===== config.mk =====
export PLATFORM = sky130hd
export DESIGN_NAME = shift_arbiter
export DESIGN_NICKNAME = d
export VERILOG_FILES = /design/src/rtl/shift_arbiter.sv
export SDC_FILE = /design/constraint.sdc
export NUM_CORES = 1
export LEC_CHECK = 0
export ABC_AREA = 1
export CORE_ASPECT_RATIO = 1.4
export CORE_MARGIN = 2
export CORE_UTILIZATION = 43
export DETAILED_ROUTE_END_ITERATION = 16
export DONT_BUFFER_PORTS = 1
export GPL_ROUTABILITY_DRIVEN = 0
export PLACE_DENSITY = 0.61
export SLEW_MARGIN = 40
export SYNTH_ARGS = -nofsm -noshare
export SYNTH_HDL_FRONTEND = slang
export SYNTH_SLANG_ARGS = --single-unit

===== constraint.sdc =====
create_clock -name clk -period 2.55 [get_ports clk]
set_input_delay 0.3825 -clock clk [delete_from_list [all_inputs] [get_ports clk]]
set_output_delay 0.3825 -clock clk [all_outputs]
set_load 0.01 [all_outputs]

===== src/rtl/shift_arbiter.sv =====
// shift_arbiter
//   Round-robin arbiter and sequencer in front of one shared, purely
//   combinational barrel-shifter/reverser. Each issue slot grants one pending
//   requester, steers its fields onto the datapath and captures sh_y into a
//   one-deep result register that drains on a valid/ready handshake.
//
// Ports
//   clk, reset            rising-edge clock, synchronous active-high reset
//   req_valid/req_ready   per-requester request handshake (ready is one-hot or zero)
//   req_a/req_amt/req_rev per-requester operand, shift amount, reverse select
//   sh_a/sh_amt/sh_s      drive the shared datapath
//   sh_y                  datapath result (combinational from sh_*)
//   rsp_valid/rsp_ready   result handshake
//   rsp_data/rsp_id       registered result and the requester that produced it
module shift_arbiter #(
    parameter  int N    = 3,
    parameter  int NREQ = 4,
    localparam int W    = 2 ** N,
    localparam int IW   = $clog2(NREQ)
) (
    input  logic              clk,
    input  logic              reset,
    input  logic [NREQ-1:0]   req_valid,
    output logic [NREQ-1:0]   req_ready,
    input  logic [NREQ*W-1:0] req_a,
    input  logic [NREQ*N-1:0] req_amt,
    input  logic [NREQ-1:0]   req_rev,
    output logic [W-1:0]      sh_a,
    output logic [N-1:0]      sh_amt,
    output logic              sh_s,
    input  logic [W-1:0]      sh_y,
    output logic              rsp_valid,
    input  logic              rsp_ready,
    output logic [W-1:0]      rsp_data,
    output logic [IW-1:0]     rsp_id
);

    typedef enum logic {EMPTY = 1'b0, FULL = 1'b1} state_t;

    state_t              state;
    logic [IW-1:0]       ptr;
    logic [IW-1:0]       win;
    logic                found;
    logic                issue;
    logic                grant;

    logic [NREQ-1:0][W-1:0] a_arr;
    logic [NREQ-1:0][N-1:0] amt_arr;

    // Unflatten the per-requester operand buses.
    for (genvar g = 0; g < NREQ; g++) begin : g_lane
        assign a_arr[g]   = req_a[g*W +: W];
        assign amt_arr[g] = req_amt[g*N +: N];
    end

    // Rotating priority search starting at ptr. NREQ is a power of two, so
    // IW-bit addition wraps modulo NREQ for free. When nothing is valid, win
    // stays at ptr so the datapath still sees a defined requester's fields.
    always_comb begin
        logic [IW-1:0] idx;
        found = 1'b0;
        win   = ptr;
        for (int k = 0; k < NREQ; k++) begin
            idx = ptr + IW'(k);
            if (!found && req_valid[idx]) begin
                found = 1'b1;
                win   = idx;
            end
        end
    end

    // Issue slot: register free, or being drained this very cycle.
    assign issue = (state == EMPTY) || rsp_ready;
    assign grant = issue && found && !reset;

    always_comb begin
        req_ready = '0;
        if (grant) req_ready[win] = 1'b1;
    end

    // Datapath steering depends only on req_valid and ptr, never on rsp_ready.
    assign sh_a   = a_arr[win];
    assign sh_amt = amt_arr[win];
    assign sh_s   = req_rev[win];

    assign rsp_valid = (state == FULL);

    always_ff @(posedge clk) begin
        if (reset) begin
            state    <= EMPTY;
            ptr      <= '0;
            rsp_data <= '0;
            rsp_id   <= '0;
        end else if (issue) begin
            if (found) begin
                state    <= FULL;
                rsp_data <= sh_y;
                rsp_id   <= win;
                ptr      <= win + IW'(1);
            end else begin
                state    <= EMPTY;
            end
        end
    end

endmodule


After elaboration in Yosys (flattened, before gate mapping)
Index checks and enable logic that the tools add are counted.
{"block": "totals", "ff_bits": 13, "inputBits": 63, "out_inout_bits": 27, "wordCells": 52}
{"block": "classes", "addsub": 4, "order_cmp": 6, "muxes": 25, "bitwise": 1, "n_reduce_logical": 12}
{"cell": "binary-select mux 8 bit (select 2 bit)", "count": 1}
{"cell": "less-than comparator 2 x 3 -> 1 bit, second input constant", "count": 5}
{"cell": "two-way mux 1 bit", "count": 11}
{"cell": "binary-select mux 1 bit (select 2 bit)", "count": 5}
{"cell": "two-way mux 8 bit", "count": 1}
{"cell": "binary-select mux 3 bit (select 2 bit)", "count": 1}
{"cell": "logical AND 1 bit", "count": 6}
{"cell": "two-way mux 2 bit", "count": 3}
{"cell": "adder 2 x 1 -> 2 bit, second input constant", "count": 2}
{"cell": "adder 2 bit, second input constant", "count": 2}
{"cell": "zero test 1 bit", "count": 4}
{"cell": "two-way mux 4 bit", "count": 1}
{"cell": "two-way mux 3 bit", "count": 1}
{"cell": "demux 1 bit (select 2 bit)", "count": 1}
{"cell": ">= comparator 2 x 1 -> 1 bit, second input constant", "count": 1}
{"cell": "AND reduction 2 bit", "count": 1}
{"cell": "logical OR 1 bit", "count": 1}
{"cell": "NOT 1 bit", "count": 1}

Logic depth before layout (Yosys ltp)
Gate-level depths: netlist of run 1.
{"block": "logic_depth", "word_depth": 17, "ltp_mapped": 16, "ltp_nobuf": 14}

Least setup slack after synthesis of run 1
No wires, ideal clock.
{"block": "synth_timing", "path_kind": "reg-to-output", "startpoint": "register ptr[1]", "endpoint": "output req_ready[3]", "arrival_ns": 1.611, "t_required_ns": 2.168, "setup_slack_ns": 0.556, "stages_incl_launch_ff": 12, "n_path_buf": 2, "cell_sequence": "dfxtp_1 buf_6 inv_4 nand2_1 nand2_2 nand2_1 nand2_2 nand4_4 nand2_2 nand2_4 buf_2 nor3_2"}
{"block": "synth_via", "elab_chain_len": 17, "word_cells_on_any_way": 32, "cone_classes": "add/sub (3); order compare (2); mux (18); reduce/logical (9)"}
{"element": "start: declaration", "line_no": "41", "rtl": "logic [IW-1:0] ptr;"}
{"element": "start signal: assignment", "line_no": "99", "rtl": "ptr <= win + IW'(1);"}
{"element": "branches (longest 16 deep; another with less-than comparator 2 x 3 -> 1 bit)"}
{"element": "two-way mux 4 bit *", "line_no": "78", "rtl": "if (grant) req_ready[win] = 1'b1;"}
{"element": "end: declaration", "line_no": "24", "rtl": "output logic [NREQ-1:0] req_ready,"}
Every way passes the cells marked *. The select of a mux whose other input is x is not followed.

Final worst setup path of run 1
{"block": "layout_timing", "startpoint": "register ptr[0]", "endpoint": "output req_ready[2]"}
Same word-level chain as after synthesis.

==> results.toml, run 1 <==
[synth]
seq_area_frac_synth_pct = 17.7
synth_cells = 246
netlist.area_leader.share_pct = 22.9
synth_area_leader_cell = "nand2_1"
synth_nets = 309
synth_area_per_cell_um2 = 5.99
synth_area_mm2 = 0.00147
synthTopCellsByArea = "nand2_1, dfxtp_1, nand3_1"
ys_warn_count = 0
ys_ff_latch = 13
yosysUniqueCellTypes = 25

[clocking]
postCtsHoldBufs = 0
cts_setup_buffers = 0
cts-root-buf = "clkbuf_8"
clk_pin_slew_worst_paths_ps = 50
h-tree-depth = 1
clock_latency_ps = 240
cts_buffer_depth = 2
cts_tree = "done"
cts_resized = 0
cts_inserted_buffers = 3
cts.sinks = 13

[final_layout]
nFillCells = 379
diodes = 0
instances_no_fill = 284
nets = 308
post-route-cell-area_mm2 = 0.00156
seq_area_um2 = 265
syn_to_final_growth_pct = 5.52
multiInputGateArea_mm2 = 0.00108
drive_gt1_share_pct = 18.4

[die]
rows = 25
coreArea_mm2 = 0.00332
die-area_mm2 = 0.00392
initial_utilization_pct = 44.5
ios = 90
die_w_um = 53.5
die_y_um = 73.3

[sta]
slew_headroom_pct = 82.5
rsz0062_at_grt = "no"
final.setup_skew_ps = 2.07
tightest_slew_ps = 261
hold_violations = 0
maxSlewViolCount = 0
finalCriticalPeriod_ps = 2390
finalSetupTns_ps = 0
period_share_pct = 93.9
setup_viol = 0
fmax_mhz = 418

[power_and_ir_drop]
ir_worst_vdd_v = 0.000824
leakage_nw = 0.792
powerDensity_mw_per_mm2 = 1740

[detailed_routing]
vias = 1549
vias_per_cell = 5.45
wl_um = 3820
drt_iter0_markers = 47
avgRoutedWirePerCell_um = 13.5
drc = 0
drt_first_pass_iters = 6
ant_nets = 0

[min_path]
min_path_type = "input pin to flop"
min-delay-start = "reset"

[setup_path]
crit_type = "flop to output pin"
r2r_setup_slack_ps = 680
worstPathRequired_ps = 2170
cp-start-kind = "flop"
end_kind = "output pin"
timing.rr.start = "ptr[0]$_SDFFE_PP0P_"
cp_max_fo = 26
crit_start = "ptr[0]$_SDFFE_PP0P_"
cp.arrival_ps = 2010

[grt]
grt_pass1_wl_um = 5630
grt-ovfl-total = 0
first_global_vias = 1270
grt.total_usage_pct = 18.2
grt_max_degree = 29
antenna_found_initial = 0

[placement]
hpwl_um = 2760
placed_area_mm2 = 0.00144
io_buffers = 0
dp_cells = 278

[status]
status = "complete, no violations"

[run]
max-cap-violations = 0
-- synthesized netlist by cell type --
library cell / number
nand4_4: 1
nand4_1: 1
nor3_2: 2
clkbuf_1: 1
buf_2: 1
nand3_2: 4
buf_4: 1
nor2_4: 1
buf_6: 9
nand2_1: 90
inv_4: 2
nand2_4: 5
nand2_2: 11
clkbuf_2: 1
nor2_1: 21
nand3_1: 51
nand4_2: 2
a21oi_1: 3
nand3_4: 1
inv_2: 1
inv_1: 11
o21ai_0: 11
dfxtp_1: 13
clkinv_2: 1
nand2_8: 1
-- cells in the final DEF, fill, tap and decap left out, types with 2 or more instances in the layout --
master,synthesis,final
nand3_1,51,50
o21ai_0,11,11
nand2_1,90,90
nand2_2,11,11
nor2_1,21,21
dfxtp_1,13,11
nand2_4,5,5
nand4_2,2,2
nand3_2,4,5
nand2_8,1,3
buf_4,1,5
clkbuf_8,0,3
inv_1,11,11
a21oi_1,3,3
-- area by class of cell --
class	instances	share of cell area, %
Multi-Input combinational cell	207	69.4
Sequential cell	13	17.1
Inverter	15	4.99
Tap cell	40	3.22
Clock buffer	4	2.90
Timing Repair Buffer	5	2.41
-- metal layers --
metal | vias up | part of all wire [%] | track usage, %
met5 | - | 0 | 0
li1 | 794 | - | -
met2 | 57 | 54 | 30.5
met1 | 696 | 40 | 23.6
met4 | 0 | 0.37 | 5.41
met3 | 2 | 5.7 | 3.05
-- power by group --
part           switching (mW)  total (mW)  internal (mW)
Clock                  0.0698       0.180          0.110
Sequential             0.0884       0.367          0.278
Combinational            1.54        2.16          0.621
-- critical path, stage by stage, from the launching register on --
cell and delay, ps:
dfxtp_4 380, buf_4 150, nand2_1 70, nand2_2 100
nand2_1 100, nand2_4 120, nand3_1 140, nand2_1 120
nand2_2 90, nand2_8 160, nand3_1 140, nor2_1 220
-- metrics by stage --
step | utilization (%) | hold slack (ps) | total power [mW] | setup slack, ps
2_1_floorplan | - | 452 | 2.24 | 556
3_3_place_gp | 43.4 | 453 | 2.35 | 274
3_5_place_dp | 43.4 | 455 | 2.34 | 292
4_1_cts | 44.8 | 196 | 2.53 | 23.5
5_1_grt | 46.9 | 194 | 3.00 | 18.4
6_report | 46.9 | 202 | 2.71 | 155
-- path summary, 6_finish.rpt --
path / to / cells past startpoint
max: req_ready[2] / 11
min: rsp_id[0]$_SDFFE_PP0P_ / 1
max reg2reg: rsp_id[1]$_SDFFE_PP0P_ / 14
min reg2reg: rsp_id[0]$_SDFFE_PP0P_ / 2
-- flip-flops by register name, indices dropped and copies added (netlist names) --
name	cells
ptr	2
rsp_data	8
rsp_valid	1
rsp_id	2
-- cell families (layout without fill, tap and decap cells) --
logic type	count (synthesis)	after routing	share of synthesized area, %
compound gates	14	14	4.75
simple gates	191	193	65.0
buf+inv	28	24	12.6
flops	13	13	17.7
Power figures use the tool's default switching activity.
==> inputs of run 2 (changes only) <==
Settings changed: ABC_AREA 1 to not set.
==> run 2 against run 1 <==
  * Sequential cell count unchanged
  * Maximum frequency increased by 6.2%
  * First-iteration DRC count decreased by 62%
  * Sequential share of layout area increased by 8.0 points
  * Critical endpoint is now sh_a[5]
==> results.toml, run 2 <==
[synth]
synth_area_per_cell_um2 = 8.67
ys_async_sr_fraction_pct = 0
ys_warn_count = 0
synth_edf_count = 0
synth_area_leader_cell = "mux2i_1"
netlist_top_cells_count = "mux2i_1, nand2_1, a21oi_1"
synth-compound-area-share_pct = 14.5
yosysMostFrequentCell = "mux2i_1"
netlist.area_leader.share_pct = 34.6
seq_area_frac_synth_pct = 25.0
ys_ff_latch = 13
synth_cells = 120
synthFlopType = "dfxtp_1"
synth_xor_area_share_pct = 0.841
synth_area_mm2 = 0.00104
synth.area.mux_share_pct = 34.6
synth-simple-area-share_pct = 15.5
synthTopCellsByArea = "mux2i_1, dfxtp_1, nand2_1"
synth_nets = 183
synthAdderAreaFrac_pct = 0
yosysUniqueCellTypes = 24
synth_top_family_by_area = "multiplexers"

[sta]
slew_headroom_pct = 56.5
fin_hold_ws_ps = 173
fmax_mhz = 443
setup_viol = 0
finalSetupTns_ps = 0
period_share_pct = 88.5
hold_violations = 0
finalCriticalPeriod_ps = 2260
rsz0062_at_grt = "no"
final.setup_skew_ps = 0.934
tightest_slew_ps = 650
maxSlewViolCount = 0
fin_ws_ps = 294

[detailed_routing]
drc = 0
wl_um = 2330
vias_per_cell = 6.17
ant_nets = 0
avgRoutedWirePerCell_um = 16.5
vias = 870
drt_first_pass_iters = 4
drt_iter0_markers = 18

[final_layout]
final_common_cell = "mux2i_1"
instances_no_fill = 141
post-route-util_pct = 44.5
top_register = "rsp_data"
reg_top3 = "rsp_data x8, ptr x2, rsp_id x2"
drive_gt1_share_pct = 9.32
final_cell_mix = "mux2i_1, nand2_1, a21oi_1, dfxtp_1, nor2_1"
largest_reg_flops = 8
diodes = 0
seq_area_um2 = 260
nets = 182
syn_to_final_growth_pct = -0.120
post-route-cell-area_mm2 = 0.00104
nFillCells = 243
multiInputGateArea_um2 = 686

[grt]
first_global_vias = 836
antenna_found_initial = 0
grt_pass1_wl_um = 3660
grt.total_usage_pct = 16.9
grt-ovfl-total = 0
grt_max_degree = 32

[placement]
post-place-ws_ps = 542
placed_area_mm2 = 0.00101
io_buffers = 0
hpwl_um = 1980
dp_cells = 137

[setup_path]
cp.arrival_ps = 1870
crit_type = "flop to output pin"
r2r_setup_slack_ps = 920
worstPathRequired_ps = 2170
cp_max_fo = 18
cp_slowest_cell = "o21ai_4"
end_kind = "output pin"
max_stage_delay_ps = 520
path_cells = "or3_1 -> o21ai_2 -> o21ai_4 -> mux2i_1"
r2r_end = "ptr[1]$_SDFFE_PP0P_"
reg2reg_depth = 5
cp-start-kind = "flop"
timing.rr.start = "ptr[1]$_SDFFE_PP0P_"

[die]
die_y_um = 62.2
die-area_mm2 = 0.00284
initial_utilization_pct = 44.5
rows = 21
coreArea_mm2 = 0.00234
ios = 90
die_w_um = 45.6

[clocking]
cts_inserted_buffers = 3
cts.sinks = 13
postCtsHoldBufs = 0
cts_tree = "done"
cts_buffer_depth = 2
h-tree-depth = 1
clock_latency_ps = 260
cts_resized = 0
clk_pin_slew_worst_paths_ps = 70
cts_setup_buffers = 0
cts-root-buf = "clkbuf_4"

[min_path]
min_path_type = "input pin to flop"
min-delay-start = "reset"
holdPathStages = 1
min_to = "ptr[1]$_SDFFE_PP0P_"

[power_and_ir_drop]
powerDensity_mw_per_mm2 = 623
ir_worst_vdd_v = 0.000253
leakage_nw = 0.450
power.total_mw = 0.647

[status]
status = "complete, no violations"

[run]
max-cap-violations = 0
==> run 2: cell count changes after synthesis, moves of 4 or more <==
| cell | previous run | this run |
|---|---|---|
| nor2_1 | 21 | 5 |
| nand2_4 | 5 | 0 |
| nand2_2 | 11 | 0 |
| nand3_1 | 51 | 0 |
| buf_6 | 9 | 3 |
| o21ai_0 | 11 | 2 |
| nand3_2 | 4 | 0 |
| nand2_1 | 90 | 24 |
| a21oi_1 | 3 | 14 |
| mux2i_1 | 0 | 36 |
| inv_1 | 11 | 3 |
==> run 2: area by class of cell <==
class / instances / share of cell area [%]
clock buffer: 4 / 2.53
timing repair buffer: 2 / 2.65
tap: 23 / 2.77
multi-input combinational: 96 / 65.9
inverter: 3 / 1.08
sequential: 13 / 25.0
==> run 2: report_power, final <==
group          leakage, nW  switching, mW  internal (mW)
sequential           0.108         0.0209          0.221
clock               0.0150         0.0578         0.0604
combinational        0.327          0.162          0.125
total                0.450          0.241          0.406
==> run 2: worst max-delay path, delay by kind of cell, from the launching register on <==
| family | cells | cell delay [ps] |
|---|---|---|
| flip-flops | 1 | 430 |
| multiplexers | 1 | 430 |
| AO/OA/AOI/OAI | 2 | 590 |
| AND/OR/NAND/NOR | 1 | 170 |
==> run 2: cells by family (layout without fill, tap and decap cells) <==
kind of cell | after synthesis | in the layout
muxes | 36 | 36
and+or+nand+nor | 36 | 36
AOI/OAI and AO/OA | 23 | 23
DFF | 13 | 13
buffers and inverters | 11 | 9
xor gates and xnor gates | 1 | 1
==> run 2: worst max path at each step <==
stage	start	end	slack, ps	cells after the start
global placement	ptr[1]$_SDFFE_PP0P_	sh_amt[0]	600	4
CTS	ptr[1]$_SDFFE_PP0P_	sh_a[5]	250	4
detailed placement	ptr[1]$_SDFFE_PP0P_	sh_a[5]	540	4
global route	ptr[0]$_SDFFE_PP0P_	sh_a[5]	130	4
floorplan	req_valid[0]	req_ready[0]	770	6
finish	ptr[1]$_SDFFE_PP0P_	sh_a[5]	290	4
==> run 2: routing by layer <==
metal	up-vias	GRT usage, %	routed length (um)
met5	-	0	0
met2	66	30.3	1260
met4	0	6.62	14
met1	383	18.5	794
li1	419	-	-
met3	2	2.62	260
==> inputs of run 3 (changes only) <==
Settings changed: CTS_BUF_LIST set to sky130_fd_sc_hd__clkbuf_8, REMOVE_ABC_BUFFERS set to 1.
==> run 3 against run 2 <==
  * First-iteration DRC count is 33% lower
  * Die area stayed put
  * Critical path depth stayed put
  * Worst hold slack better by 34 ps
  * Via count is 1.6% lower
  * Wire length is 1.9% higher
  * Clock-buffer cell count is 1 lower
  * Critical path type unchanged
  * Core utilization is 0.80 points higher
==> results.toml, run 3 (same netlist as run 2, synthesis figures left out) <==
[sta]
fmax_mhz = 442
setup_viol = 0
finalSetupTns_ps = 0
maxSlewViolCount = 0
slew_headroom_pct = 55.8
final.setup_skew_ps = 1.36
rsz0062_at_grt = "no"
period_share_pct = 88.8
tightest_slew_ps = 660
finalCriticalPeriod_ps = 2260
hold_violations = 0

[grt]
grt.total_usage_pct = 17.5
antenna_found_initial = 0
grt_max_degree = 32
grt_pass1_wl_um = 3750
grt-ovfl-total = 0
first_global_vias = 849

[clocking]
postCtsHoldBufs = 0
cts.sinks = 13
clk_pin_slew_worst_paths_ps = 50
clock_latency_ps = 230
cts-root-buf = "clkbuf_8"
cts_tree = "done"
cts_setup_buffers = 0
cts_inserted_buffers = 3
cts_buffer_depth = 2
cts_resized = 0
h-tree-depth = 1

[die]
die_y_um = 62.2
ios = 90
die_w_um = 45.6
die-area_mm2 = 0.00284
rows = 21
initial_utilization_pct = 44.5
coreArea_mm2 = 0.00234

[final_layout]
syn_to_final_growth_pct = 1.68
final_common_cell = "mux2i_1"
reg_top3 = "rsp_data x8, ptr x2, rsp_id x2"
largest_reg_flops = 8
diodes = 0
final_cell_mix = "mux2i_1, nand2_1, a21oi_1, dfxtp_1, nor2_1"
nets = 182
top_register = "rsp_data"
drive_gt1_share_pct = 9.32

[setup_path]
path_cells = "or3_1 -> o21ai_2 -> o21ai_4 -> mux2i_1"
crit_family = "compound AO/OA/AOI/OAI gates"
cp-start-kind = "flop"
cp.arrival_ps = 1880
end_kind = "output pin"
path_buf_inv = 0
crit_type = "flop to output pin"
cp_max_fo = 18
worstPathRequired_ps = 2170
max_stage_delay_ps = 530
cp_slowest_cell = "o21ai_4"

[detailed_routing]
dr_wl_met2_um = 1210
met1Wirelength_um = 832
avgRoutedWirePerCell_um = 16.8
vias = 856
highest-signal-layer = "met4"
wl_um = 2370
ant_nets = 0
drc = 0
drt_first_pass_iters = 4
met3WireLength_um = 304
drt_iter0_markers = 12
vias_per_cell = 6.07

[power_and_ir_drop]
power.total_mw = 0.704
powerDensity_mw_per_mm2 = 665
ir_worst_vdd_v = 0.000230
leakage_nw = 0.462

[status]
status = "complete, no violations"

[min_path]
min_path_type = "input pin to flop"

[run]
max-cap-violations = 0

[placement]
io_buffers = 0
hpwl_um = 1930
-- run 3: power by group --
group,switching (mW),internal [mW]
Combinational,0.163,0.125
Sequential,0.0217,0.222
Clock,0.0664,0.106
Total,0.251,0.452
-- run 3: through the flow --
stage          instance area, um2  cells  util (%)  hold WS, ps  setup slack [ps]
3_5_place_dp                 1010    137      43.3          452               529
2_1_floorplan                 953    112         -          447             -1.45
4_1_cts                      1060    141      45.3          199               268
6_report                     1060    141      45.3          206               286
5_1_grt                      1060    141      45.3          197               188
3_3_place_gp                 1010    137      43.2          449               540
-- run 3: path summary, 6_finish.rpt --
path,depth (start not counted),end,start,slack (ps)
max,4,sh_amt[1],ptr[1]$_SDFFE_PP0P_,290
min,1,ptr[1]$_SDFFE_PP0P_,reset,210
max reg2reg,5,ptr[1]$_SDFFE_PP0P_,ptr[1]$_SDFFE_PP0P_,910
min reg2reg,2,rsp_data[6]$_SDFFE_PP0P_,rsp_data[6]$_SDFFE_PP0P_,490
-- run 3: layout make-up --
cell class / count / area (um2)
Fill cell: 236 / 1280
Multi-Input combinational cell: 96 / 686
Sequential cell: 13 / 260
Clock buffer: 3 / 41.3
Tap cell: 23 / 28.8
Timing Repair Buffer: 2 / 27.5
Inverter: 3 / 11.3
Clock inverter: 1 / 3.75
-- run 3: metal layers --
layer / up-vias / GRT usage, %
li1: 418 / -
met1: 372 / 18.8
met2: 64 / 30.5
met3: 2 / 4.94
met4: 0 / 6.62
met5: - / 0
